===== src/rtl/rc6_pkg.sv =====
// Shared constants, state encoding and size helpers for the RC6-32 key schedule.
package rc6_pkg;

   localparam int          RC6_W = 32;
   localparam logic [31:0] P32   = 32'hB7E15163;
   localparam logic [31:0] Q32   = 32'h9E3779B9;

   typedef enum logic [2:0] {
      IDLE,
      LOAD,
      INIT,
      MIX,
      DONE
   } ks_state_t;

   // Number of round-key words for r rounds.
   function automatic int rc6_t(input int rounds);
      return 2 * rounds + 4;
   endfunction

   function automatic int rc6_mix_iters(input int c, input int t);
      return 3 * ((c > t) ? c : t);
   endfunction

endpackage


===== src/rtl/rc6_key_mix_step.sv =====
// One combinational A/B mixing iteration of the RC6 key schedule.
module rc6_key_mix_step
   import rc6_pkg::*;
(
   input  logic [RC6_W-1:0] s_i,
   input  logic [RC6_W-1:0] l_j,
   input  logic [RC6_W-1:0] a,
   input  logic [RC6_W-1:0] b,
   output logic [RC6_W-1:0] a_next,
   output logic [RC6_W-1:0] b_next
);

   logic [RC6_W-1:0]   sum_a;
   logic [RC6_W-1:0]   sum_ab;
   logic [RC6_W-1:0]   sum_b;
   logic [2*RC6_W-1:0] rot_dbl;

   always_comb begin
      sum_a   = s_i + a + b;
      a_next  = {sum_a[RC6_W-4:0], sum_a[RC6_W-1:RC6_W-3]};
      sum_ab  = a_next + b;
      sum_b   = l_j + sum_ab;
      // Rotate by shifting a doubled copy; the upper half is the rotated word.
      rot_dbl = {sum_b, sum_b} << sum_ab[4:0];
      b_next  = rot_dbl[2*RC6_W-1:RC6_W];
   end

endmodule


===== src/rtl/rc6_key_schedule_ctrl.sv =====
// RC6-32/r/b key schedule sequencer: key load, S init, 3*max(c,t) mixing, round-key read port.
// Build option RC6_KS_KEYWIPE_EN adds a c-cycle wipe of L before outDone.
module rc6_key_schedule_ctrl
   import rc6_pkg::*;
#(
   parameter int ROUNDS        = 20,
   parameter int MAX_KEY_WORDS = 8
)(
   input  logic        inClk,
   input  logic        inRst_n,
   input  logic        inStart,
   input  logic [3:0]  inKeyLen,
   input  logic [31:0] inKeyWord,
   input  logic        inKeyWordValid,
   input  logic [5:0]  inRkAddr,
   output logic [31:0] outRkData,
   output logic        outBusy,
   output logic        outDone,
   output logic        outKeyReady,
   output logic        outErr
);

   localparam int T  = rc6_t(ROUNDS);
   localparam int IW = $clog2(T);
   localparam int LW = $clog2(MAX_KEY_WORDS);
   localparam int CW = $clog2(rc6_mix_iters(MAX_KEY_WORDS, T));

   ks_state_t         state_reg;
   logic [3:0]        c_reg;
   logic [IW-1:0]     i_reg;
   logic [LW-1:0]     j_reg;
   logic [CW-1:0]     iter_reg;
   logic [RC6_W-1:0]  a_reg;
   logic [RC6_W-1:0]  b_reg;
   logic [RC6_W-1:0]  acc_reg;
   logic              busy_reg;
   logic              done_reg;
   logic              ready_reg;
   logic              err_reg;

   logic [RC6_W-1:0]  s_mem [T];
   logic [RC6_W-1:0]  l_mem [MAX_KEY_WORDS];

   logic [RC6_W-1:0]  a_next;
   logic [RC6_W-1:0]  b_next;
   logic              len_ok;
   logic              i_last;
   logic              j_last;
   logic [CW-1:0]     mix_last;

   logic              s_we;
   logic [IW-1:0]     s_waddr;
   logic [RC6_W-1:0]  s_wdata;
   logic              l_we;
   logic [LW-1:0]     l_waddr;
   logic [RC6_W-1:0]  l_wdata;

   assign len_ok   = (inKeyLen != 4'd0) && (inKeyLen <= 4'(MAX_KEY_WORDS));
   assign i_last   = (i_reg == IW'(T - 1));
   assign j_last   = (4'(j_reg) == c_reg - 4'd1);
   assign mix_last = CW'(rc6_mix_iters(int'(c_reg), T) - 1);

   rc6_key_mix_step u_step (
      .s_i    (s_mem[i_reg]),
      .l_j    (l_mem[j_reg]),
      .a      (a_reg),
      .b      (b_reg),
      .a_next (a_next),
      .b_next (b_next)
   );

   always_ff @(posedge inClk or negedge inRst_n) begin
      if (!inRst_n) begin
         state_reg <= IDLE;
         c_reg     <= '0;
         i_reg     <= '0;
         j_reg     <= '0;
         iter_reg  <= '0;
         a_reg     <= '0;
         b_reg     <= '0;
         acc_reg   <= '0;
         busy_reg  <= 1'b0;
         done_reg  <= 1'b0;
         ready_reg <= 1'b0;
         err_reg   <= 1'b0;
      end else begin
         done_reg <= 1'b0;
         err_reg  <= 1'b0;
         case (state_reg)
            IDLE: begin
               if (inStart) begin
                  if (len_ok) begin
                     c_reg     <= inKeyLen;
                     ready_reg <= 1'b0;
                     busy_reg  <= 1'b1;
                     j_reg     <= '0;
                     state_reg <= LOAD;
                  end else begin
                     err_reg <= 1'b1;
                  end
               end
            end
            LOAD: begin
               if (inKeyWordValid) begin
                  if (j_last) begin
                     j_reg     <= '0;
                     i_reg     <= '0;
                     acc_reg   <= P32;
                     state_reg <= INIT;
                  end else begin
                     j_reg <= j_reg + LW'(1);
                  end
               end
            end
            INIT: begin
               acc_reg <= acc_reg + Q32;
               if (i_last) begin
                  i_reg     <= '0;
                  j_reg     <= '0;
                  a_reg     <= '0;
                  b_reg     <= '0;
                  iter_reg  <= '0;
                  state_reg <= MIX;
               end else begin
                  i_reg <= i_reg + IW'(1);
               end
            end
            MIX: begin
               a_reg    <= a_next;
               b_reg    <= b_next;
               i_reg    <= i_last ? '0 : i_reg + IW'(1);
               j_reg    <= j_last ? '0 : j_reg + LW'(1);
               iter_reg <= iter_reg + CW'(1);
               if (iter_reg == mix_last) begin
                  j_reg     <= '0;
                  state_reg <= DONE;
`ifndef RC6_KS_KEYWIPE_EN
                  done_reg  <= 1'b1;
                  ready_reg <= 1'b1;
`endif
               end
            end
            DONE: begin
`ifdef RC6_KS_KEYWIPE_EN
               // Wipe L[0..c-1] first; the completion pulse follows the last wipe.
               if (done_reg) begin
                  busy_reg  <= 1'b0;
                  state_reg <= IDLE;
               end else if (j_last) begin
                  j_reg     <= '0;
                  done_reg  <= 1'b1;
                  ready_reg <= 1'b1;
               end else begin
                  j_reg <= j_reg + LW'(1);
               end
`else
               busy_reg  <= 1'b0;
               state_reg <= IDLE;
`endif
            end
            default: state_reg <= IDLE;
         endcase
      end
   end

   always_comb begin
      s_we    = 1'b0;
      s_waddr = i_reg;
      s_wdata = acc_reg;
      l_we    = 1'b0;
      l_waddr = j_reg;
      l_wdata = inKeyWord;
      case (state_reg)
         LOAD: l_we = inKeyWordValid;
         INIT: s_we = 1'b1;
         MIX: begin
            s_we    = 1'b1;
            s_wdata = a_next;
            l_we    = 1'b1;
            l_wdata = b_next;
         end
`ifdef RC6_KS_KEYWIPE_EN
         DONE: begin
            l_we    = !done_reg;
            l_wdata = '0;
         end
`endif
         default: ;
      endcase
   end

   // S and L carry no reset; outKeyReady gates every read of S.
   always_ff @(posedge inClk) begin
      if (s_we) s_mem[s_waddr] <= s_wdata;
      if (l_we) l_mem[l_waddr] <= l_wdata;
   end

   assign outRkData   = (ready_reg && (int'(inRkAddr) < T)) ? s_mem[inRkAddr[IW-1:0]] : '0;
   assign outBusy     = busy_reg;
   assign outDone     = done_reg;
   assign outKeyReady = ready_reg;
   assign outErr      = err_reg;

endmodule


===== config.mk =====
export PLATFORM = sky130hd
export DESIGN_NAME = rc6_key_schedule_ctrl
export DESIGN_NICKNAME = d
export VERILOG_FILES = /design/src/rtl/rc6_pkg.sv /design/src/rtl/rc6_key_mix_step.sv /design/src/rtl/rc6_key_schedule_ctrl.sv
export SDC_FILE = /design/constraint.sdc
export NUM_CORES = 2
export LEC_CHECK = 0
export CORE_MARGIN = 2
export CORE_UTILIZATION = 55
export DETAILED_ROUTE_END_ITERATION = 12
export PLACE_DENSITY = 0.76
export SYNTH_ARGS = -nofsm -noshare
export SYNTH_HDL_FRONTEND = slang
export SYNTH_HIERARCHICAL = 1
export SYNTH_SLANG_ARGS = --single-unit
export TNS_END_PERCENT = 5

===== constraint.sdc =====
create_clock -name inClk -period 13.7 [get_ports inClk]
set_clock_uncertainty 0.05 [all_clocks]
set_input_delay 2.74 -clock inClk [delete_from_list [all_inputs] [get_ports inClk]]
set_output_delay 2.74 -clock inClk [all_outputs]
set_load 0.1 [all_outputs]

==> qor.yml <==
maxSlewHeadroom_pct: 8.41
critPathLaunchType: "flop"
cp_common_cell: "o21ai_0"
io_pins: 82
path_class: "flop to flop"
finalWeightedCongestion: 1.02
grt.overflow.total: 0
clkLatencyLatePin_ns: 0.85
status: "completed"
cts-root-buf: "clkbuf_16"
hold_depth: 1
min_period_ns: 13.30
die_y_um: 399
drt-met1-wl_um: 95700
rr_worst_depth: 47
dr_total_vias: 60907
finalWorstSetupSlack_ns: 0.404
viasPerCell: 7.68
cp_max_fo: 28
synth.distinct_cells: 92
first_pass_iters: 7
top_layer: "met5"
r2r-end: "l_mem[5][23]"
clk_pin_slew_worst_paths_ns: 0.06
synthCells: 5678
rrSetupSlack_ns: 0.40
fin_crit_sh_pct: 97.1
dieArea_um2: 159000
hpwl_um: 172000
worst_slew_pin_slew_ns: 1.37
wl_um: 288000
cap_violations: 0
syn_avg_cell_area_um2: 15.1
htreeDepth: 4
cts_hold_buf: 0
async_flop_share_pct: 6.94
hp-start: "iter_reg[7]"
finalHoldViolCount: 0
clockBufferDepth: 3
cts_tree: "built"
ant_nets: 0
top_regs: "s_mem x1408, l_mem x256"
die_x_um: 399
grt_usage_pct: 35.8
slowest_delay_ns: 0.74
largest_register_ffs: 1408
synth_area_um2: 85800
setup-tns-final_ns: 0
drive_gt1_share_pct: 18.3
rsz0062_at_grt: "false"
synth_nets: 5856
cts_buffers: 178
grt_max_degree: 108
place_worst_setup_slack_ns: 0.708
max_freq_ghz: 0.0752
post-route-drc-count: 0
regMostFlops: "s_mem"
port_buffers: 81
core_area_um2: 154000
dpl_cell_area_um2: 89800
crit_arrival_ns: 13.88
whs_endpoint: "iter_reg[7]"
critPathTopFamily: "compound AO/OA/AOI/OAI gates"
design_area_um2: 95600
critPathSlowestCell: "dfrtp_4"
ys_ff_latch: 1788
ys_seq_area_share_pct: 61.9
routedWlPerCell_um: 36.3
nNetsFinal: 5920
slew_viol_final: 0
antenna_found_initial: 4
syn_to_final_growth_pct: 11.5
setup_viol: 0
crit_path_end_kind: "flop"
r2r-start: "i_reg[1]"
route.met2.wl_um: 126000
rows: 144
min_path_type: "flop to flop"
synth_edf_count: 1664
synth_flop_cell: "edfxtp_1"
met3_length_um: 43600
path_buf_inv: 5
grt_pass1_vias: 58628
cts.sink_count: 1788
grt_first_pass_wirelength_um: 410000
start_util_pct: 55.6
ys_warn_count: 6
first_iter_violations: 11431
worstPathRequired_ns: 14.29
-- kinds of logic after synthesis --
group | synth area share, %
buf+inv | 2.34
xor+xnor | 0.946
flops | 61.9
simple gates | 4.98
compound gates | 14.0
mux | 13.7
fa+ha+maj | 2.22
-- worst reg2reg max path: cells and delay by family (launching register included) --
kind,cells,cell delay [ns]
xor gates and xnor gates,1,0.24
buffers and inverters,5,0.91
muxes,3,1.18
adders and majority gates,5,1.74
and+or+nand+nor,10,2.22
DFF,1,0.74
AOI/OAI and AO/OA,23,5.99
-- per-layer routing --
| metal | vias to the layer above | track usage (%) |
|---|---|---|
| li1 | 23752 | - |
| met1 | 30043 | 46.3 |
| met2 | 5821 | 52.1 |
| met3 | 1282 | 12.0 |
| met4 | 9 | 23.1 |
| met5 | - | 0.454 |
-- synthesized netlist by cell type, types with 34 or more instances --
master    number  area, um^2
nor3_1        58         290
mux2i_1      121        1210
a21oi_1      188         941
clkbuf_1     217         815
buf_1         68         255
a211oi_1      41         308
a221oi_1     137        1200
nand4_1       64         400
a22oi_1      476        3570
nand2_1      348        1310
buf_2        123         616
a22o_1       197        1730
mux4_2       454       10200
edfxtp_1    1664       50000
nor2_1       211         792
fa_1          34         681
a31oi_1      137         857
ha_1          98        1230
dfrtp_1      124        3100
o21ai_0      218        1090
xnor2_1       55         482
a21o_1        49         368
inv_1         44         165
nand3_1       59         295
-- through the flow --
stage,hold slack (ns),std cells,util [%]
floorplan,0.400,5678,-
global placement,0.420,7605,58.2
detailed placement,0.434,7605,58.2
CTS,0.441,7926,61.9
global route,0.468,7927,61.9
finish,0.440,7933,61.9
-- worst max path at each step --
| stage | from | end | slack (ns) | cells after the start |
|---|---|---|---|---|
| final | i_reg[1] | l_mem[5][23] | 0.40 | 47 |
| after global routing | i_reg[1] | l_mem[3][23] | 0.002 | 46 |
| after CTS | i_reg[0] | l_mem[1][23] | 0.59 | 43 |
| after detailed placement | i_reg[0] | l_mem[2][24] | 0.71 | 43 |
| after global placement | i_reg[0] | l_mem[5][23] | 0.99 | 47 |
| after floorplan | i_reg[1] | l_mem[0][27] | 3.61 | 48 |
-- layout make-up --
cell class	count	area [um^2]
clock buffers	214	4630
diodes	6	15.0
well taps	2044	2560
fillers	10741	58800
inverters	45	169
flip-flops and latches	1788	53100
clock inverters	107	1110
repair buffers	310	2820
multi-input cells	3419	31200
-- layout by cell type (no fill, tap or decap), types with 18 or more instances in the layout --
cell type        netlist  routed
ha_1                  98      98
xor2_1                32      30
clkbuf_1             217      34
a221oi_1             137     137
clkbuf_16              0     180
edfxtp_1            1664    1664
buf_12                 0      22
a21oi_1              188     188
nand4_1               64      64
and2_1                21      20
o211ai_1              32      32
a22oi_1              476     476
nor2b_1               20      20
mux4_2               454     454
mux2i_1              121     121
a31oi_1              137     137
o21ai_1               33      32
nand3_1               59      59
buf_4                 13     207
xnor2_1               55      54
nor2_4                 0      45
clkinv_2               0      23
a21o_1                49      49
o31ai_1               18      18
nor2_1               211     163
and3_1                23      22
inv_1                 44      44
nand2_1              348     346
clkinv_1               1      45
a211oi_1              41      41
o21ai_0              218     216
dfrtp_1              124     119
o21a_1                24      24
fa_1                  34      34
nor4_1                31      27
a22o_1               197     197
mux2_2                25      25
nor3_1                58      50
clkdlybuf4s50_1        0      76
-- repair_timing --
item	in CTS	in global routing
setup endpoints to repair	0	243
resized for setup	0	2
setup buffers	0	1
Power is left out: the tool's default activity adds up to more than one toggle a clock period on the data nets, which glitch-free logic cannot reach.
